### src/rtl/tff_ctr_pkg.sv
// Shared types and next-value helpers for the T-cell modulo counter.
// Helpers work on a 64-bit word so any legal counter width can use them.
package tff_ctr_pkg;

    typedef enum logic [1:0] {IDLE, RUN, DONE} state_t;

    localparam int CTR_MAX_W = 63;
    typedef logic [63:0] ctr_word_t;

    function automatic ctr_word_t tff_next(input ctr_word_t count, input logic up,
                                           input ctr_word_t modulus);
        if (up)
            return (count == modulus - 64'd1) ? 64'd0 : count + 64'd1;
        else
            return (count == 64'd0) ? modulus - 64'd1 : count - 64'd1;
    endfunction

    function automatic ctr_word_t tff_clamp(input ctr_word_t v, input ctr_word_t modulus);
        return (v >= modulus) ? modulus - 64'd1 : v;
    endfunction

endpackage

### src/rtl/tff_cell.sv
// Single toggle storage cell: q inverts on a clock edge whenever t is high.
module tff_cell (
    input  logic clk,
    input  logic reset,
    input  logic t,
    output logic q
);

    logic q_q;

    always_ff @(posedge clk or negedge reset) begin
        if (!reset)
            q_q <= 1'b0;
        else if (t)
            q_q <= ~q_q;
    end

    assign q = q_q;

endmodule

### src/rtl/tff_mod_counter.sv
// Programmable modulo-N up/down counter; the FSM only ever drives toggle
// enables into a bank of T cells, the count is read back from their Q bits.
module tff_mod_counter
    import tff_ctr_pkg::*;
#(
    parameter int unsigned       WIDTH   = 4,
    parameter longint unsigned   MODULUS = 10
) (
    input  logic             clk,
    input  logic             reset,
    input  logic             start,
    input  logic             stop,
    input  logic             en,
    input  logic             up,
    input  logic             oneshot,
    input  logic             load,
    input  logic [WIDTH-1:0] load_val,
    output logic [WIDTH-1:0] count,
    output logic [WIDTH-1:0] toggle,
    output logic             tc,
    output logic             busy
);

    localparam ctr_word_t MOD_W = ctr_word_t'(MODULUS);

    generate
        if (WIDTH < 1 || WIDTH > CTR_MAX_W || MODULUS < 2 || MODULUS > (64'd1 << WIDTH)) begin : g_bad_params
            $error("tff_mod_counter: MODULUS must lie in 2..2**WIDTH");
        end
    endgenerate

    state_t           state_q, state_d;
    logic             oneshot_q, oneshot_d;
    logic             tc_q, tc_d;
    logic             busy_q;
    logic [WIDTH-1:0] toggle_q;
    logic [WIDTH-1:0] t_d;
    logic [WIDTH-1:0] next_val;
    logic [WIDTH-1:0] clamp_val;
    logic [WIDTH-1:0] term_val;

    assign next_val  = WIDTH'(tff_next(ctr_word_t'(count), up, MOD_W));
    assign clamp_val = WIDTH'(tff_clamp(ctr_word_t'(load_val), MOD_W));
    assign term_val  = up ? WIDTH'(MOD_W - 64'd1) : '0;

    always_comb begin
        state_d   = state_q;
        oneshot_d = oneshot_q;
        tc_d      = 1'b0;
        t_d       = '0;
        if (load) begin
            t_d = count ^ clamp_val;
            // DONE is a one-cycle state, so it still retires even under a load.
            if (state_q == DONE)
                state_d = IDLE;
        end else begin
            case (state_q)
                IDLE: begin
                    if (start) begin
                        state_d   = RUN;
                        oneshot_d = oneshot;
                    end
                end
                RUN: begin
                    if (stop) begin
                        state_d = IDLE;
                    end else if (en) begin
                        if (count == term_val) begin
                            tc_d = 1'b1;
                            if (oneshot_q)
                                state_d = DONE;
                            else
                                t_d = count ^ next_val;
                        end else begin
                            t_d = count ^ next_val;
                        end
                    end
                end
                DONE:    state_d = IDLE;
                default: state_d = IDLE;
            endcase
        end
    end

    always_ff @(posedge clk or negedge reset) begin
        if (!reset) begin
            state_q   <= IDLE;
            oneshot_q <= 1'b0;
            tc_q      <= 1'b0;
            busy_q    <= 1'b0;
            toggle_q  <= '0;
        end else begin
            state_q   <= state_d;
            oneshot_q <= oneshot_d;
            tc_q      <= tc_d;
            busy_q    <= (state_d == RUN);
            toggle_q  <= t_d;
        end
    end

    genvar gi;
    generate
        for (gi = 0; gi < WIDTH; gi++) begin : g_cells
            tff_cell u_cell (
                .clk   (clk),
                .reset (reset),
                .t     (t_d[gi]),
                .q     (count[gi])
            );
        end
    endgenerate

    assign toggle = toggle_q;
    assign tc     = tc_q;
    assign busy   = busy_q;

endmodule

### config.mk
export PLATFORM = sky130hd
export DESIGN_NAME = tff_mod_counter
export DESIGN_NICKNAME = d
export VERILOG_FILES = /design/src/rtl/tff_ctr_pkg.sv /design/src/rtl/tff_cell.sv /design/src/rtl/tff_mod_counter.sv
export SDC_FILE = /design/constraint.sdc
export NUM_CORES = 1
export LEC_CHECK = 0
export ABC_AREA = 1
export BUFFER_PORTS_ARGS = -buffer_cell sky130_fd_sc_hd__buf_2
export CORE_ASPECT_RATIO = 1.1
export CORE_MARGIN = 2
export CORE_UTILIZATION = 52
export CTS_BUF_LIST = sky130_fd_sc_hd__clkbuf_8
export CTS_CLUSTER_DIAMETER = 80
export DETAILED_ROUTE_END_ITERATION = 7
export PLACE_DENSITY = 0.82
export SLEW_MARGIN = 40
export SYNTH_ARGS = -nofsm -noshare
export SYNTH_HDL_FRONTEND = slang
export SYNTH_SLANG_ARGS = --single-unit
### constraint.sdc
create_clock -name clk -period 1.73 [get_ports clk]
set_clock_uncertainty 0.05 [all_clocks]
set_input_delay 0.173 -clock clk [delete_from_list [all_inputs] [get_ports clk]]
set_output_delay 0.173 -clock clk [all_outputs]
set_load 0.01 [all_outputs]
# After elaboration in Yosys (flattened, before gate mapping)
# Index checks and enable logic that the tools add are counted.
# classes
add_sub_neg	2
mul	0
n_div	0
magnitude_cmp	1
eq_ne	5
shift	0
muxes	24
bitwise_logic	7
n_reduce_logical	3
# op_table
cell	n
two-way mux 4 bit	11
two-way mux 2 bit	7
bitwise XOR 4 bit	2
two-way mux 1 bit	5
inverter 1 bit	5
adder 4 x 1 -> 4 bit (second input constant)	1
== test 2 x 1 -> 1 bit (second input constant)	2
== test 4 bit	1
== test 4 bit (second input constant)	1
>= comparator 4 bit (second input constant)	1
logical NOT 4 bit	1
one-hot mux 2 bit (2 select lines)	1
subtractor 4 x 1 -> 4 bit (second input constant)	1
AND reduction 3 bit	1
== test 2 bit (second input constant)	1
logical NOT 2 bit	1
# totals
register_bits	13
latch_bits	0
ram_bits	0
mem_bits_ro	0
in_bits	12
out_inout_bits	10
word_cells	51
n_memories	0

# Depth between registers and ports, before layout
# Gate-level depths: netlist of run 1.
# depth
depth_word	10
depth_mapped	10
mapped_depth_nobuf	10

# Hierarchy
# Synthesis of run 1 repeated with hierarchy kept, for this count alone.
# hier_totals
cells_unflattened	117
hier_area_um2	845.8
# by_module_without_submodules
mod	n_inst	cells_per_inst	area_each_um2
tff_mod_counter	1	93	670.6
tff_cell	4	6	43.8

# Worst setup path after synthesis of run 1
# No wires, ideal clock.
# synth_timing
kind	register -> register
startpoint	reg g_cells[1].u_cell.q_q
endpoint	reg g_cells[1].u_cell.q_q
setup_time_ps	117
t_arrival_ps	1121
t_required_ps	1563
path_slack_ps	442
stages_incl_launch_ff	10
cell_sequence	dfrtp_1 buf_6 nor2_1 nand4_1 nand2_2 inv_2 nand3_2 nand2_2 nand2_2 nand2_1
# synth_between
elab_chain_cells	10
# synth_lines
item	line	rtl
start: declaration	tff_cell.sv:9	logic q_q;
start signal: assignment	tff_cell.sv:15	q_q <= ~q_q;
subtractor 4 x 1 -> 4 bit, or another cell as far along	tff_ctr_pkg.sv:15	return (count == 64'd0) ? modulus - 64'd1 : count - 64'd1;
two-way mux 4 bit, on equally long branches	tff_ctr_pkg.sv:15, tff_ctr_pkg.sv:13	
two-way mux 4 bit	tff_ctr_pkg.sv:12	if (up)
bitwise XOR 4 bit	tff_mod_counter.sv:73, tff_mod_counter.sv:75	
two-way mux 4 bit	tff_mod_counter.sv:70	if (oneshot_q)
two-way mux 4 bit	tff_mod_counter.sv:68	if (count == term_val) begin
two-way mux 4 bit	tff_mod_counter.sv:67	end else if (en) begin
two-way mux 4 bit	tff_mod_counter.sv:65	if (stop) begin
two-way mux 4 bit	tff_mod_counter.sv:57	case (state_q)
two-way mux 4 bit (*)	tff_mod_counter.sv:51	if (load) begin
net g_cells[1].u_cell.t	tff_cell.sv:5	input logic t,
# Mark *: on every way through the listed nets, which the timed path passes. The rest lies on a longest branch.
# A chain may end at the register's enable or synchronous reset.

# Final worst setup path of run 1
# layout_timing
startpoint	reg g_cells[0].u_cell.q_q
endpoint	reg g_cells[1].u_cell.q_q
# layout_between
elab_chain_cells	10
# layout_lines
item	line
start: declaration	tff_cell.sv:9
start signal: assignment	tff_cell.sv:15
subtractor 4 x 1 -> 4 bit, or another cell as far along	tff_ctr_pkg.sv:15
two-way mux 4 bit, on equally long branches	tff_ctr_pkg.sv:15, tff_ctr_pkg.sv:13
two-way mux 4 bit	tff_ctr_pkg.sv:12
bitwise XOR 4 bit	tff_mod_counter.sv:73, tff_mod_counter.sv:75
two-way mux 4 bit	tff_mod_counter.sv:70
two-way mux 4 bit (*)	tff_mod_counter.sv:68
two-way mux 4 bit (*)	tff_mod_counter.sv:67
two-way mux 4 bit (*)	tff_mod_counter.sv:65
two-way mux 4 bit (*)	tff_mod_counter.sv:57
two-way mux 4 bit (*)	tff_mod_counter.sv:51
net g_cells[1].u_cell.t	tff_cell.sv:5
# Marks and branches as above.

==> qor.tcl, run 1 <==
set qor(synth_fp_nets) 111
set qor(die_width_microns) 40.74
set qor(cts.root.buffer_cell) {sky130_fd_sc_hd__clkbuf_8}
set qor(post_synth_mux_area_share) 0.01459
set qor(yosys.area_share.simple) 0.3323
set qor(max_freq_ghz) 0.6567
set qor(synth_xor_area_frac) 0.02269
set qor(layoutNonFillerInstCount) 135
set qor(drt_pre_antenna_iters) 4
set qor(num_vias) 705
set qor(clkSlewWorstSetupHoldPaths_ps) 50
set qor(cts_made_buffers) 3
set qor(pin_count_of_the_biggest_net_entering_global_routing) 14
set qor(synth_area_leaders) {sky130_fd_sc_hd__dfrtp_1, sky130_fd_sc_hd__nand2_1, sky130_fd_sc_hd__nand3_1}
set qor(io_pins) 22
set qor(post_route_cells_drive_above_1_share) 0.3025
set qor(synth_top_area_cell) {sky130_fd_sc_hd__dfrtp_1}
set qor(grt_use_total) 0.2223
set qor(worst_slew_pin_slew_ps) 365.7
set qor(critical_path_required_ps) 1810
set qor(antenna_cells_inserted) 0
set qor(start_kind) {flip-flop}
set qor(initial_antenna_violation_count) 0
set qor(port-buffer-count) 21
set qor(rows) 14
set qor(status) {completed}
set qor(clock_net_sink_count) 13
set qor(route.final.wire_length_mm) 1.534
set qor(preCtsSetupSlack_ps) 240.9
set qor(pwr_density_cell_nw_per_um2) 1460
set qor(worstHoldPathType) {input pin to flip-flop}
set qor(tritoncts) {yes}
set qor(initial_utilization) 0.5579
set qor(vdd_ir_drop_max_mv) 0.8555
set qor(cts.path.max_buffers) 2
set qor(dpl.cell_count) 130
set qor(synthDistinctLibCells) 18
set qor(synth-seq-area-share) 0.4214
set qor(post_synth.cell_area_avg_sq_um) 7.798
set qor(timing_max_transition_violations_final) 0
set qor(wl_per_cell_microns) 11.36
set qor(dieHeight_microns) 44.41
set qor(finalHoldViolCount) 0
set qor(synth-seq-cells) 13
set qor(period_utilization) 0.8802
set qor(post_cts.repair.setup_buffers) 0
set qor(design.die.area_sq_um) 1809
set qor(remaining_antenna_violation_count_after_routing) 0
set qor(finalWeightedCongestion) 0.8505
set qor(finalPower_uw) 1313
set qor(dpl.hpwl_mm) 1.170
set qor(finalSetupTns_ps) 0
set qor(setup.worst_path.class) {flip-flop to flip-flop}
set qor(detail_route.iter0.violations) 9
set qor(finalCriticalPeriod_ps) 1523
set qor(timing.critical_path.arrival_ps) 1600
set qor(coreArea_sq_um) 1384
set qor(synthDominantCellAreaShare) 0.4214
set qor(cts_htree_levels) 1
set qor(area_growth_syn_to_layout_pct) 16.53
set qor(synth_adder_area_share) 0
set qor(synthCells) 99
set qor(insertion_delay_ps) 240
set qor(viasPerCell) 5.222
set qor(final.setup.worst_slack_ps) 207.2
set qor(final_core_util) 0.6501
set qor(endpoint_kind) {flip-flop}
set qor(synth-compound-area-share) 0.08752
set qor(global_route.overflow_total) 0
set qor(rsz_0062_raised_after_global_routing) {false}
set qor(cap_violations) 0
set qor(vias_in_the_first_global_route) 644
set qor(crit_path_max_fanout) 12
set qor(leakage_uw) 0.0004940
set qor(setup_viol_count_final) 0
set qor(grt_first_pass_wirelength_mm) 2.691
set qor(synth_top_family_by_area) {simple AND/OR/NAND/NOR gates}
set qor(total_of_warnings_raised_by_yosys) 0
set qor(relSlewSlack) 0.7562
set qor(netlist_area_sq_um) 772.0
set qor(drcViolationCount) 0
set qor(nNetsFinal) 132
## layout by cell type (no fill, tap or decap)
cell,Yosys,routed
sky130_fd_sc_hd__nand2_2,6,6
sky130_fd_sc_hd__dfrtp_1,13,13
sky130_fd_sc_hd__nand4_1,1,1
sky130_fd_sc_hd__xnor2_1,1,1
sky130_fd_sc_hd__nor2_1,8,8
sky130_fd_sc_hd__o21a_1,1,1
sky130_fd_sc_hd__buf_2,0,21
sky130_fd_sc_hd__mux2_2,1,1
sky130_fd_sc_hd__a21oi_1,4,4
sky130_fd_sc_hd__xor2_1,1,1
sky130_fd_sc_hd__inv_1,9,10
sky130_fd_sc_hd__inv_2,2,2
sky130_fd_sc_hd__o21ai_0,8,8
sky130_fd_sc_hd__nand2_1,20,20
sky130_fd_sc_hd__clkbuf_8,0,3
sky130_fd_sc_hd__dlygate4sd3_1,0,1
sky130_fd_sc_hd__nand3_2,3,3
sky130_fd_sc_hd__nand3_1,14,14
sky130_fd_sc_hd__nand3b_1,1,1
## state kept, by name, indices dropped and copies added (netlist names)
| name | cells |
|---|---|
| busy | 1 |
| g_cells.u_cell.q | 4 |
| oneshot_q | 1 |
| state_q | 2 |
| tc | 1 |
| toggle | 4 |
## Yosys cell counts, drive strengths merged
cell type  count
buf            6
inv           11
o21ai          8
xnor2          1
nor2           8
xor2           1
a21oi          4
dfrtp         13
o21a           1
nand4          1
nand3         17
nand2         26
nand3b         1
mux2           1
## metal layers
metal,vias to the layer above,global-route usage,part of all wire
li1,357,-,-
met1,318,0.3055,0.45
met2,26,0.3206,0.47
met3,4,0.04523,0.056
met4,0,0.1200,0.016
met5,-,0,0
## critical path: stages, from the launching register on
cell and delay, ps:
sky130_fd_sc_hd__dfrtp_1 510, sky130_fd_sc_hd__o21ai_0 280, sky130_fd_sc_hd__nand4_1 160, sky130_fd_sc_hd__nand2_2 110, sky130_fd_sc_hd__inv_2 60, sky130_fd_sc_hd__nand3_2 80
sky130_fd_sc_hd__nand2_2 60, sky130_fd_sc_hd__nand2_2 60, sky130_fd_sc_hd__nand2_1 40
## cell type report
class,count,area (sq um)
well taps,16,20.02
inverters,11,41.29
fillers,118,484.2
clock inverters,1,3.754
flip-flops and latches,13,325.3
clock buffers,3,41.29
multi-input cells,69,352.8
repair buffers,22,115.1
## metrics by stage
stage               area (sq um)  hold WS (ps)
floorplan                  772.0        -172.6
CTS                        899.6         114.0
global placement           844.6         21.30
global route               899.6         121.1
finish                     899.6         115.3
detailed placement         844.6         24.91
## power breakdown
| group | internal, uW | switching [uW] | total (uW) |
|---|---|---|---|
| logic | 214 | 318 | 532 |
| clock network | 156 | 98.6 | 255 |
| registers | 396 | 131 | 527 |
## worst paths after layout
check | start | to | slack [ps] | cells after the start
min | oneshot | oneshot_q | 120 | 2
min in group asynchronous | reset | tc | 300 | 2
min reg2reg | oneshot_q | oneshot_q | 510 | 1
max in group asynchronous | reset | g_cells[2].u_cell.q | 1110 | 2
max | g_cells[0].u_cell.q | g_cells[1].u_cell.q | 210 | 8
max reg2reg | g_cells[0].u_cell.q | g_cells[1].u_cell.q | 210 | 8
## logic make-up after synthesis
logic type | Yosys count
xor gates and xnor gates | 2
buffers and inverters | 17
muxes | 1
and+or+nand+nor | 53
DFF | 13
AOI/OAI and AO/OA | 13
## timing repair
item                                   in CTS  in global routing
hold buffers                                1                  0
resized for setup                           0                  0
endpoints found under the hold margin      13                  0
setup endpoints to repair                   0                  0
No activity file was read; power rests on OpenSTA's default activity.
==> run 2: changes to the inputs <==
RECOVER_POWER = 100   (was not set)
SLEW_MARGIN = not set   (was 40)
==> qor.tcl, run 2 (synthesis results as in run 1) <==
set qor(cts.root.buffer_cell) {sky130_fd_sc_hd__clkbuf_8}
set qor(start_kind) {flip-flop}
set qor(cts_htree_levels) 1 ;# unchanged
set qor(relSlewSlack) 0.5419 ;# -0.2143
set qor(crit_end) {g_cells[1].u_cell.q}
set qor(dpl.hpwl_mm) 1.170 ;# unchanged
set qor(timing.critical_path.arrival_ps) 1610 ;# about the same
set qor(cts_made_buffers) 3 ;# unchanged
set qor(combined_area_of_the_multi_input_logic_cells_sq_um) 342.8 ;# -2.8%
set qor(design.die.area_sq_um) 1809 ;# unchanged
set qor(cap_violations) 0 ;# unchanged
set qor(max_freq_ghz) 0.6539 ;# -0.42%
set qor(whs_ps) 114.3 ;# -1.003 ps
set qor(die_width_microns) 40.74 ;# unchanged
set qor(layout.area.seq_sq_um) 325.3 ;# unchanged
set qor(port-buffer-count) 21 ;# unchanged
set qor(crit_path_max_fanout) 12 ;# unchanged
set qor(initial_utilization) 0.5579 ;# unchanged
set qor(clkSlewWorstSetupHoldPaths_ps) 50 ;# about the same
set qor(num_vias) 688 ;# -2.4%
set qor(timing_max_transition_violations_final) 0 ;# unchanged
set qor(rsz_0062_raised_after_global_routing) {false}
set qor(coreArea_sq_um) 1384 ;# unchanged
set qor(finalWeightedCongestion) 0.8505 ;# unchanged
set qor(status) {completed}
set qor(finalCriticalPeriod_ps) 1529 ;# +6.355 ps
set qor(dieHeight_microns) 44.41 ;# unchanged
set qor(regToRegEndpoint) {g_cells[1].u_cell.q}
set qor(endpoint_kind) {flip-flop}
set qor(clock_net_sink_count) 13 ;# unchanged
set qor(pwr_density_cell_nw_per_um2) 1465 ;# +0.34%
set qor(regToRegStartpoint) {g_cells[0].u_cell.q}
set qor(timing.reg2reg.worst_path_depth) 8 ;# unchanged
set qor(remaining_antenna_violation_count_after_routing) 0 ;# unchanged
set qor(final_core_util) 0.6329 ;# -0.01718
set qor(grt_first_pass_wirelength_mm) 2.691 ;# unchanged
set qor(post_route_cells_drive_above_1_share) 0.1765 ;# -0.1261
set qor(design_area_sq_um) 875.8 ;# -2.6%
set qor(initial_antenna_violation_count) 0 ;# unchanged
set qor(setup.worst_path.class) {flip-flop to flip-flop}
set qor(nFillCells) 127 ;# +7.6%
set qor(startpoint) {g_cells[0].u_cell.q}
set qor(worstHoldPathType) {input pin to flip-flop}
set qor(drcViolationCount) 0 ;# unchanged
set qor(insertion_delay_ps) 240 ;# about the same
set qor(setup_viol_count_final) 0 ;# unchanged
set qor(placed_area_sq_um) 844.6 ;# unchanged
set qor(detail_route.iter0.violations) 11 ;# +2
set qor(nNetsFinal) 132 ;# unchanged
set qor(antenna_cells_inserted) 0 ;# unchanged
set qor(vdd_ir_drop_max_mv) 0.8523 ;# -0.37%
set qor(cts.path.max_buffers) 2 ;# unchanged
set qor(global_route.overflow_total) 0 ;# unchanged
set qor(pin_count_of_the_biggest_net_entering_global_routing) 14 ;# unchanged
set qor(route.final.wire_length_mm) 1.508 ;# -1.7%
set qor(finalPower_uw) 1283 ;# -2.3%
set qor(leakage_uw) 0.0004571 ;# -7.5%
set qor(vias_in_the_first_global_route) 644 ;# unchanged
set qor(grt_use_total) 0.2223 ;# unchanged
set qor(finalHoldViolCount) 0 ;# unchanged
set qor(critical_path_required_ps) 1810 ;# about the same
set qor(viasPerCell) 5.096 ;# -2.4%
set qor(layout.cells.most_common) {sky130_fd_sc_hd__nand2_1}
set qor(period_utilization) 0.8839 ;# +0.003673
set qor(tritoncts) {yes}
set qor(area_growth_syn_to_layout_pct) 13.45
set qor(wl_per_cell_microns) 11.17 ;# -1.7%
set qor(drt_pre_antenna_iters) 4 ;# unchanged
set qor(io_pins) 22 ;# unchanged
set qor(worst_slew_pin_slew_ps) 687.1 ;# +321.4 ps
set qor(rows) 14 ;# unchanged
set qor(worst-r2r-setup-slack_ps) 200 ;# about the same
set qor(layout_common_cells) {sky130_fd_sc_hd__nand2_1, sky130_fd_sc_hd__nand3_1, sky130_fd_sc_hd__dfrtp_1}
set qor(finalSetupTns_ps) 0 ;# unchanged
## run 2: changes by cell type in the layout (fill, tap and decap cells not counted), sizes merged
| cell | before | now |
|---|---|---|
| clkbuf | 3 | 14 |
| buf | 21 | 10 |
## run 2: area by class of cell
class                           instances  share of cell area
Inverter                               11             0.04714
Clock buffer                            3             0.04714
Multi-Input combinational cell         69              0.3914
Timing Repair Buffer                   22              0.1157
Tap cell                               16             0.02286
Sequential cell                        13              0.3714
Clock inverter                          1            0.004286
## run 2: how the worst min path moves through the flow
| stage | cells past startpoint | to | start | slack [ps] |
|---|---|---|---|---|
| 2_1_floorplan | 0 | busy | reset | -170 |
| 3_3_place_gp | 1 | tc | reset | 20 |
| 3_5_place_dp | 1 | tc | reset | 20 |
| 4_1_cts | 2 | oneshot_q | oneshot | 110 |
| 5_1_grt | 2 | oneshot_q | oneshot | 120 |
| 6_report | 2 | oneshot_q | oneshot | 110 |
## run 2: worst max-delay path: stages (launching register included)
cell and delay (ps):
sky130_fd_sc_hd__dfrtp_1 500, sky130_fd_sc_hd__o21ai_0 280, sky130_fd_sc_hd__nand4_1 140, sky130_fd_sc_hd__nand2_1 120, sky130_fd_sc_hd__inv_2 70, sky130_fd_sc_hd__nand3_2 80
sky130_fd_sc_hd__nand2_1 80, sky130_fd_sc_hd__nand2_2 60, sky130_fd_sc_hd__nand2_1 40
## run 2: power by group
group	switching, uW	leakage (uW)	internal, uW
combinational	313	0.000267	190
sequential	128	0.000163	396
clock	99.3	0.0000269	156
## run 2: per-stage QoR
step | instances | setup slack (ps)
finish | 135 | 200.8
detailed placement | 130 | 240.9
floorplan | 99 | 442.2
global placement | 130 | 305.0
global route | 135 | 37.19
CTS | 135 | 217.1
## run 2: routing by layer
layer,share of wire,track usage,vias to the layer above
li1,-,-,357
met1,0.46,0.3055,310
met2,0.48,0.3206,17
met3,0.041,0.04523,4
met4,0.016,0.1200,0
met5,0,0,-
## run 2: timing repair
item,CTS,global route
hold buffers,1,0
buffers inserted,0,0
hold endpoints to repair,13,0
gates resized for setup,0,0
==> run 3: changes to the inputs <==
BUFFER_PORTS_ARGS = not set   (was -buffer_cell sky130_fd_sc_hd__buf_2)
CORE_ASPECT_RATIO = not set   (was 1.1)
CORE_UTILIZATION = 57   (was 52)
DONT_BUFFER_PORTS = 1   (was not set)
PLACE_DENSITY = 0.74   (was 0.82)
==> qor.tcl, run 3 (synthesis results as in run 1) <==
set qor(cts_htree_levels) 1 ;# unchanged
set qor(finalCriticalPeriod_ps) 1574 ;# +44.52 ps
set qor(dpl.hpwl_mm) 1.104 ;# -5.6%
set qor(crit_path_max_fanout) 12 ;# unchanged
set qor(insertion_delay_ps) 240 ;# about the same
set qor(num_vias) 633 ;# -8.0%
set qor(io_pins) 22 ;# unchanged
set qor(status) {completed}
set qor(clkSlewWorstSetupHoldPaths_ps) 50 ;# about the same
set qor(startpoint) {g_cells[0].u_cell.q}
set qor(drt_pre_antenna_iters) 4 ;# unchanged
set qor(global_route.overflow_total) 0 ;# unchanged
set qor(timing_max_transition_violations_final) 0 ;# unchanged
set qor(endpoint_kind) {flip-flop}
set qor(worstHoldPathType) {input pin to flip-flop}
set qor(leakage_uw) 0.0004049 ;# -11%
set qor(viasPerCell) 5.602 ;# +9.9%
set qor(cts_resized) 0 ;# unchanged
set qor(rsz_0062_raised_after_global_routing) {false}
set qor(worst_slew_pin_slew_ps) 567.9 ;# -119.2 ps
set qor(finalSetupTns_ps) 0 ;# unchanged
set qor(grt_use_total) 0.2162 ;# -0.006178
set qor(layout_common_cells) {sky130_fd_sc_hd__nand2_1, sky130_fd_sc_hd__nand3_1, sky130_fd_sc_hd__dfrtp_1}
set qor(timing.reg2reg.worst_path_depth) 8 ;# unchanged
set qor(start_kind) {flip-flop}
set qor(area_growth_syn_to_layout_pct) 2.107
set qor(pin_count_of_the_biggest_net_entering_global_routing) 14 ;# unchanged
set qor(period_utilization) 0.9097 ;# +0.02573
set qor(cap_violations) 0 ;# unchanged
set qor(max_freq_ghz) 0.6354 ;# -2.8%
set qor(initial_antenna_violation_count) 0 ;# unchanged
set qor(relSlewSlack) 0.6201 ;# +0.07819
set qor(final.setup.worst_slack_ps) 156.3 ;# -44.52 ps
set qor(post_route_cells_drive_above_1_share) 0.1327 ;# -0.04382
set qor(critical_path_required_ps) 1810 ;# about the same
set qor(pwr_density_cell_nw_per_um2) 1562 ;# +6.7%
set qor(remaining_antenna_violation_count_after_routing) 0 ;# unchanged
set qor(nFillCells) 116 ;# -8.7%
set qor(power_frac_comb) 0.322 ;# -0.070
set qor(wl_per_cell_microns) 12.73 ;# +14%
set qor(timing.critical_path.arrival_ps) 1650 ;# +40 ps
set qor(grt_first_pass_wirelength_mm) 2.339 ;# -13%
set qor(clock_net_sink_count) 13 ;# unchanged
set qor(route.final.wire_length_mm) 1.438 ;# -4.6%
set qor(coreArea_sq_um) 1285 ;# -7.1%
set qor(power_switching_share) 0.4271 ;# +0.005225
set qor(finalWeightedCongestion) 0.7764 ;# -8.7%
set qor(cts.root.buffer_cell) {sky130_fd_sc_hd__clkbuf_8}
set qor(initial_utilization) 0.6008 ;# +0.04291
set qor(regToRegEndpoint) {g_cells[2].u_cell.q}
set qor(setup_viol_count_final) 0 ;# unchanged
set qor(setup.worst_path.class) {flip-flop to flip-flop}
set qor(design.die.area_sq_um) 1665 ;# -8.0%
set qor(preCtsSetupSlack_ps) 168.3 ;# -72.61 ps
set qor(rows) 13 ;# -1
set qor(cts_made_buffers) 3 ;# unchanged
set qor(antenna_cells_inserted) 0 ;# unchanged
set qor(detail_route.iter0.violations) 26 ;# +15
set qor(port-buffer-count) 0 ;# -100%
set qor(finalHoldViolCount) 0 ;# unchanged
set qor(dieHeight_microns) 40.80 ;# -8.1%
set qor(worst-r2r-setup-slack_ps) 160 ;# -40 ps
set qor(layout.cells.most_common) {sky130_fd_sc_hd__nand2_1}
set qor(vias_in_the_first_global_route) 577 ;# -10%
set qor(crit_end) {g_cells[2].u_cell.q}
set qor(regToRegStartpoint) {g_cells[0].u_cell.q}
set qor(tritoncts) {yes}
set qor(drcViolationCount) 0 ;# unchanged
set qor(seqPwrFrac) 0.465 ;# +0.056
set qor(power_switching_uw) 526.1 ;# -2.8%
set qor(power.clock.fraction) 0.214 ;# +0.015
set qor(vdd_ir_drop_max_mv) 0.7118 ;# -16%
set qor(cts.path.max_buffers) 2 ;# unchanged
set qor(cellInternalPower_uw) 705.5 ;# -4.9%
set qor(nNetsFinal) 111 ;# -16%
set qor(post_cts.repair.setup_buffers) 0 ;# unchanged
set qor(die_width_microns) 40.80 ;# +0.16%
-- run 3: cell types whose count changed in the layout (fill, tap and decap cells not counted) --
cell and delta:
sky130_fd_sc_hd__nand2_2 +2, sky130_fd_sc_hd__buf_2 -10, sky130_fd_sc_hd__clkbuf_1 -11, sky130_fd_sc_hd__nand2_1 -2
-- run 3: layout make-up --
type	count	area (sq um)	area share
multi-input cells	69	347.8	0.4413
flip-flops and latches	13	325.3	0.4127
clock buffers	3	41.29	0.05238
inverters	11	41.29	0.05238
well taps	15	18.77	0.02381
repair buffers	1	10.01	0.01270
clock inverters	1	3.754	0.004762
-- run 3: how the worst min path moves through the flow --
stage / start / to / slack (ps) / cells past startpoint
2_1_floorplan: reset / busy / -170 / 0
3_3_place_gp: reset / g_cells[3].u_cell.q / -170 / 0
3_5_place_dp: reset / toggle[3] / -170 / 0
4_1_cts: oneshot / oneshot_q / 30 / 1
5_1_grt: oneshot / oneshot_q / 30 / 1
6_report: oneshot / oneshot_q / 30 / 1
-- run 3: layer usage --
metal	share of wire	vias to the layer above	track usage	wire length (microns)
met4	0.015	0	0.1000	22
met2	0.47	28	0.3164	681
met3	0.081	4	0.03261	116
met1	0.43	286	0.3085	618
met5	0	-	0	0
li1	-	315	-	-
-- run 3: through the flow --
step | cell area [sq um] | std cells | utilization | power (uW) | hold slack [ps]
after floorplan | 772.0 | 99 | - | 999.2 | -172.6
after global placement | 738.2 | 108 | 0.5745 | 960.2 | -172.3
after detailed placement | 738.2 | 108 | 0.5745 | 971.8 | -172.3
after CTS | 793.3 | 113 | 0.6173 | 1243 | 32.59
after global routing | 788.3 | 113 | 0.6134 | 1337 | 25.16
final | 788.3 | 113 | 0.6134 | 1232 | 31.51
-- run 3: power by group through the flow --
stage / clock, uW / sequential (uW) / combinational (uW)
floorplan: 0 / 482 / 517
global placement: 0 / 583 / 378
detailed placement: 0 / 581 / 391
CTS: 267 / 574 / 402
global route: 283 / 596 / 457
finish: 263 / 573 / 396
-- run 3: critical path, cell delays in order (launching register included) --
cell                      delay, ps
sky130_fd_sc_hd__dfrtp_1        530
sky130_fd_sc_hd__o21ai_0        290
sky130_fd_sc_hd__nand4_1        170
sky130_fd_sc_hd__nand2_2        110
sky130_fd_sc_hd__inv_2           60
sky130_fd_sc_hd__nand3_2         70
sky130_fd_sc_hd__nand2_1         70
sky130_fd_sc_hd__nand2_1         60
sky130_fd_sc_hd__nand2_1         50
-- run 3: what timing repair did --
item	CTS	global route
endpoints found under the hold margin	13	0
endpoints found under the setup margin	0	0
hold buffers	1	0
